`src/rtl/b2c_conv_pipe.sv`:
```
// b2c_conv_pipe: pipelined converter between two's-complement and sign-magnitude.
// Modes: 00 pass, 01 negate, 10 sign-magnitude to 2C, 11 2C to sign-magnitude.
// The +1 of each negation is spread over STAGES register slices, one chunk per slice.
// Build option B2C_SAT_EN: when defined, overflowing results saturate; otherwise they wrap.
module b2c_conv_pipe #(
   parameter int WIDTH  = 16,
   parameter int STAGES = 2
) (
   input  logic             clk,
   input  logic             rst,
   input  logic             in_valid,
   output logic             in_ready,
   input  logic [WIDTH-1:0] in_data,
   input  logic [1:0]       in_mode,
   output logic             out_valid,
   input  logic             out_ready,
   output logic [WIDTH-1:0] out_data,
   output logic             out_ovf
);

   typedef enum logic [1:0] {
      MODE_PASS  = 2'b00,
      MODE_NEG   = 2'b01,
      MODE_SM2TC = 2'b10,
      MODE_TC2SM = 2'b11
   } mode_t;

   localparam int CHUNK = (WIDTH + STAGES - 1) / STAGES;

   // The most negative 2C value is the only input that cannot be negated or
   // expressed as a sign-magnitude number of the same width.
   localparam logic [WIDTH-1:0] MIN_NEG = {1'b1, {(WIDTH-1){1'b0}}};

`ifdef B2C_SAT_EN
   localparam logic [WIDTH-1:0] OVF_NEG_RES = {1'b0, {(WIDTH-1){1'b1}}};
   localparam logic [WIDTH-1:0] OVF_SM_RES  = {WIDTH{1'b1}};
`else
   localparam logic [WIDTH-1:0] OVF_NEG_RES = MIN_NEG;
   localparam logic [WIDTH-1:0] OVF_SM_RES  = MIN_NEG;
`endif

   // Adds carry c into the bits of chunk k only; bits outside the chunk pass through.
   function automatic logic [WIDTH-1:0] chunk_sum(input logic [WIDTH-1:0] d,
                                                  input logic c, input int k);
      logic [WIDTH-1:0] r;
      logic             cy;
      int               lo;
      int               hi;
      r  = d;
      cy = c;
      lo = k * CHUNK;
      hi = lo + CHUNK;
      for (int i = 0; i < WIDTH; i++) begin
         if (i >= lo && i < hi) begin
            r[i] = d[i] ^ cy;
            cy   = d[i] & cy;
         end
      end
      return r;
   endfunction

   // Carry leaving chunk k when carry c enters it (c itself for an empty chunk).
   function automatic logic chunk_cout(input logic [WIDTH-1:0] d,
                                       input logic c, input int k);
      logic cy;
      int   lo;
      int   hi;
      cy = c;
      lo = k * CHUNK;
      hi = lo + CHUNK;
      for (int i = 0; i < WIDTH; i++) begin
         if (i >= lo && i < hi) begin
            cy = d[i] & cy;
         end
      end
      return cy;
   endfunction

   logic             en;
   logic [WIDTH-1:0] pre_data;
   logic             pre_carry;
   logic             pre_ovf;

   logic [STAGES-1:0] valid_q;
   logic [STAGES-1:0] carry_q;
   logic [STAGES-1:0] ovf_q;
   logic [WIDTH-1:0]  data_q [STAGES];

   assign en        = ~out_valid | out_ready;
   assign in_ready  = en;
   assign out_valid = valid_q[STAGES-1];
   assign out_ovf   = ovf_q[STAGES-1] & valid_q[STAGES-1];

   // The final chunk's increment is applied on the way out of the last slice.
   assign out_data  = chunk_sum(data_q[STAGES-1], carry_q[STAGES-1], STAGES-1);

   // Pre-conditioning: choose inversion plus carry-in, or a ready-made overflow result.
   always_comb begin
      pre_data  = in_data;
      pre_carry = 1'b0;
      pre_ovf   = 1'b0;
      case (mode_t'(in_mode))
         MODE_PASS: begin
            pre_data = in_data;
         end
         MODE_NEG: begin
            if (in_data == MIN_NEG) begin
               pre_data = OVF_NEG_RES;
               pre_ovf  = 1'b1;
            end else begin
               pre_data  = ~in_data;
               pre_carry = 1'b1;
            end
         end
         MODE_SM2TC: begin
            if (in_data[WIDTH-1]) begin
               pre_data  = ~{1'b0, in_data[WIDTH-2:0]};
               pre_carry = 1'b1;
            end
         end
         MODE_TC2SM: begin
            if (in_data == MIN_NEG) begin
               pre_data = OVF_SM_RES;
               pre_ovf  = 1'b1;
            end else if (in_data[WIDTH-1]) begin
               // Carry can never reach the sign bit here, so it is preset to 1.
               pre_data  = {1'b1, ~in_data[WIDTH-2:0]};
               pre_carry = 1'b1;
            end
         end
         default: begin
            pre_data = in_data;
         end
      endcase
   end

   // Pipeline slices: all shift together on en, each adding the carry into its chunk.
   always_ff @(posedge clk) begin
      if (rst) begin
         valid_q <= '0;
         carry_q <= '0;
         ovf_q   <= '0;
         for (int k = 0; k < STAGES; k++) begin
            data_q[k] <= '0;
         end
      end else if (en) begin
         valid_q[0] <= in_valid;
         data_q[0]  <= pre_data;
         carry_q[0] <= pre_carry & in_valid;
         ovf_q[0]   <= pre_ovf & in_valid;
         for (int k = 1; k < STAGES; k++) begin
            valid_q[k] <= valid_q[k-1];
            data_q[k]  <= chunk_sum(data_q[k-1], carry_q[k-1], k-1);
            carry_q[k] <= chunk_cout(data_q[k-1], carry_q[k-1], k-1);
            ovf_q[k]   <= ovf_q[k-1];
         end
      end
   end

endmodule
```
`config.mk`:
```
export PLATFORM = sky130hd
export DESIGN_NAME = b2c_conv_pipe
export DESIGN_NICKNAME = d
export VERILOG_FILES = /design/src/rtl/b2c_conv_pipe.sv
export SDC_FILE = /design/constraint.sdc
export NUM_CORES = 1
export LEC_CHECK = 0
export BUFFER_PORTS_ARGS = -buffer_cell sky130_fd_sc_hd__buf_4
export CORE_MARGIN = 3
export CORE_UTILIZATION = 30
export DETAILED_ROUTE_END_ITERATION = 8
export PLACE_DENSITY_LB_ADDON = 0.2
export SLEW_MARGIN = 20
export SYNTH_ARGS = -nofsm -noshare
export SYNTH_HDL_FRONTEND = slang
export SYNTH_SLANG_ARGS = --single-unit
export TNS_END_PERCENT = 50
```
`constraint.sdc`:
```
create_clock -name clk -period 2.45 [get_ports clk]
set_input_delay 0 -clock clk [delete_from_list [all_inputs] [get_ports clk]]
set_output_delay 0 -clock clk [all_outputs]
set_load 0.1 [all_outputs]
```
==> summary.txt <==
Worst setup path
  • Crit path from: data_q[0][0]
  • CP Launch Type: flip-flop
  • Critical path fanouts, max: 1
  • R2R setup slack: between 0.08 and 0.09 ns
  • R2r startpoint: data_q[0][0]
  • CP arrival: between 2 and 2.5 ns
  • R2R depth: 9
  • Critical Path RT: roughly 2.5 ns
  • CP Class: flip-flop to flip-flop
  • Worst reg2reg path endpoint: data_q[0][23]
  • Worst setup EP type: flip-flop

Outcome
  • Status: completed

Logic synthesis
  • Async SR Flop Fraction: 0%
  • Syn_nets: roughly 190
  • Sequential-to-total area share from yosys stat: between 50% and 60%
  • Post-synth top flop: edfxtp_1
  • Mapped Area: ~2000 um^2
  • Cells after synthesis: approximately 150
  • Synth Area per Inst: 13.4 um^2
  • Synth Register Bits: 38
  • Yosys cell types: 29
  • YS warnings: 0
  • EDFF count, synth: 32

Final layout
  • Non-filler cells, final: approximately 260
  • Share of layout cells above drive strength 1: roughly 39%
  • Antenna diodes: 0
  • P&R area growth vs syn: 23.9%
  • Cell area after layout: between 2000 and 2500 um^2
  • Multi-input gate area: about 800 um^2
  • Final #Nets: between 200 and 250
  • FF+latch area: roughly 1100 um^2
  • Number of fill cells: 615

Clock network
  • CTS Buf Count: 5
  • Setup bufs post-CTS: 0
  • CTS Buffer Depth: 2
  • Clock-pin slew on the worst setup and hold paths: 0.07 ns
  • TritonCTS Sinks: 38
  • Worst skew pair latency: between 0.2 and 0.3 ns
  • Root Buffer: clkbuf_8
  • Number of H-tree levels: 2
  • TritonCTS clock tree: yes

Placed design
  • Inst Count DP: about 250
  • PortBufs: 40
  • Cell area after placement: between 2000 and 2500 um^2
  • HPWL after DPL: around 2600 um
  • RePlAce Congestion: roughly 0.74

Die
  • Core Area: around 6400 um^2
  • Initial Utilization: between 30% and 40%
  • Die H: just under 90 um
  • Die X: around 87 um
  • # rows: 29
  • Die area: about 7600 um^2
  • Num ports: 41

Timing
  • # setup viols final: 0
  • Max-slew headroom: 42.4%
  • Hold Vio Cnt, Final: 0
  • Crit path time final: around 2.4 ns
  • RSZ-0062 raised after global routing: no
  • Max Fclk: roughly 420 MHz
  • Post-Route Setup TNS: 0 ns
  • Slew @ Worst Pin: 0.864 ns
  • Post-Route Skew: 0.00274 ns
  • Final Cycle Share: between 90% and 100%
  • Max-slew violation count: 0

Global route
  • GRT overflow: 0
  • All-Layer GR Usage: under 10%
  • First-pass GRT wire length: around 5700 um
  • Vias in the first global route: ~1,200
  • Largest net degree at the start of global routing: 24
  • Initial antenna violation count: 0

Power and ir drop
  • VDD IR-drop max: about 310 uV
  • Clock share of power: between 20% and 30%
  • P_int: roughly 1.1 mW
  • Sequential share of power: roughly 48%
  • Switching share of power: 30.3%
  • Comb power frac: a little under a quarter
  • Pwr Density: about 660 nW/um^2
  • Net switching power: 491 uW
  • Static Leakage: ~1.1 nW

Route
  • DRC errors left: 0
  • Vias per cell: ~4.4
  • 1st-iter DRT viols: 46
  • Via count: 1,155
  • WL per Instance: approximately 13 um
  • Final ANT Viol Nets: 0
  • Drt first pass iters: 4
  • Drt total wl: around 3400 um

Min path
  • Hold Path Depth: 4
  • Worst Hold Launch: out_ready
  • HP Class: primary input to flip-flop
  • Hold path endpoint: ovf_q[1]

Job
  • Max_cap viols: 0
## cell families after synthesis
group,Yosys count,share of synthesized area [%]
fa+ha+maj,16,10.1
mux,1,1.13
xor+xnor,17,7.49
buf+inv,18,6.61
simple gates,51,17.1
compound gates,7,3.21
flops,38,54.4
## metrics by stage
| step | util [%] | total power, mW | hold slack (ns) | setup WS (ns) |
|---|---|---|---|---|
| after detailed placement | 36.2 | 1.16 | 0.218 | 0.0553 |
| after global placement | 36.2 | 1.15 | 0.208 | 0.0979 |
| final | 38.6 | 1.62 | 0.0198 | 0.0838 |
| after global routing | 38.6 | 1.70 | 0.0155 | 0.0181 |
| after floorplan | - | 1.08 | 0.0691 | 0.0329 |
| after CTS | 38.4 | 1.64 | 0.00855 | 0.00663 |
## how the worst max path moves through the flow
| stage | depth (start not counted) | to | slack [ns] |
|---|---|---|---|
| 3_3_place_gp | 9 | data_q[0][23] | 0.1 |
| 6_report | 9 | data_q[0][23] | 0.08 |
| 2_1_floorplan | 6 | data_q[0][10] | 0.03 |
| 3_5_place_dp | 9 | data_q[0][23] | 0.06 |
| 5_1_grt | 9 | data_q[0][23] | 0.02 |
| 4_1_cts | 9 | out_data[15] | 0.007 |
## worst max-delay path: stages (launching register included)
cell and delay (ns):
edfxtp_1 0.37, ha_1 0.19, ha_2 0.18, ha_1 0.19, ha_1 0.20, ha_1 0.20, ha_1 0.20, ha_1 0.20
ha_1 0.28, and2_1 0.13
## synth_stat cells, types with 2 or more instances
library cell | number | area share, %
dfxtp_1 | 6 | 6.0
nor4b_1 | 2 | 0.88
nor4_1 | 2 | 0.63
buf_6 | 2 | 1.1
buf_2 | 2 | 0.50
nand2b_1 | 2 | 0.63
xor2_1 | 16 | 7.0
nor3_2 | 10 | 5.0
edfxtp_1 | 32 | 48
a21oi_1 | 3 | 0.75
and2_1 | 17 | 5.3
nor3_1 | 4 | 1.0
buf_4 | 8 | 3.0
nor2_1 | 4 | 0.75
inv_1 | 3 | 0.57
ha_1 | 16 | 10
nand2_1 | 7 | 1.3
## repair_timing
item                                    in CTS  in global routing
hold buffers                                 2                  0
pin swaps                                    0                  1
cloned                                       0                  0
endpoints found under the hold margin        5                  0
endpoints found under the setup margin       2                  3
gates resized for setup                      5                  4
## per-layer routing
metal  track usage, %  up-vias  wire (um)  share of wire [%]
met5                0        -          0                  0
met4             4.60        0         46                1.3
met3             3.03        4        171                5.0
met2             15.3       31       1640                 48
met1             12.8      531       1580                 46
li1                 -      589          -                  -
## cell usage in the layout (no fill, tap or decap), types with 2 or more instances in the layout
| master | n |
|---|---|
| nor4b_1 | 2 |
| clkinv_2 | 2 |
| a21oi_1 | 3 |
| nor3_1 | 4 |
| nor2_1 | 4 |
| nand2_1 | 7 |
| buf_4 | 41 |
| nand2b_1 | 2 |
| ha_2 | 5 |
| ha_1 | 11 |
| clkbuf_8 | 5 |
| and2_1 | 17 |
| nor3_2 | 10 |
| edfxtp_1 | 32 |
| dfxtp_1 | 6 |
| dlygate4sd3_1 | 2 |
| xor2_1 | 15 |
| inv_1 | 3 |
| nor4_1 | 2 |
## sequential cells by signal, indices dropped and copies added (netlist names)
register,count
valid_q,2
ovf_q,2
data_q,32
carry_q,2
## power by group through the flow
stage          clock network [mW]  registers [mW]  logic, mW
6_report                    0.470           0.778      0.371
5_1_grt                     0.525           0.783      0.395
4_1_cts                     0.488           0.779      0.374
3_5_place_dp                    0           0.793      0.365
3_3_place_gp                    0           0.791      0.364
2_1_floorplan                   0           0.792      0.288
## area by class of cell
| type | instances | share of cell area (%) |
|---|---|---|
| Sequential cell | 38 | 43.9 |
| Multi-Input combinational cell | 92 | 32.8 |
| Timing Repair Buffer | 45 | 14.6 |
| Tap cell | 77 | 3.91 |
| Clock buffer | 6 | 3.81 |
| Inverter | 4 | 0.610 |
| Clock inverter | 2 | 0.407 |
No activity file was read; power rests on OpenSTA's default activity.
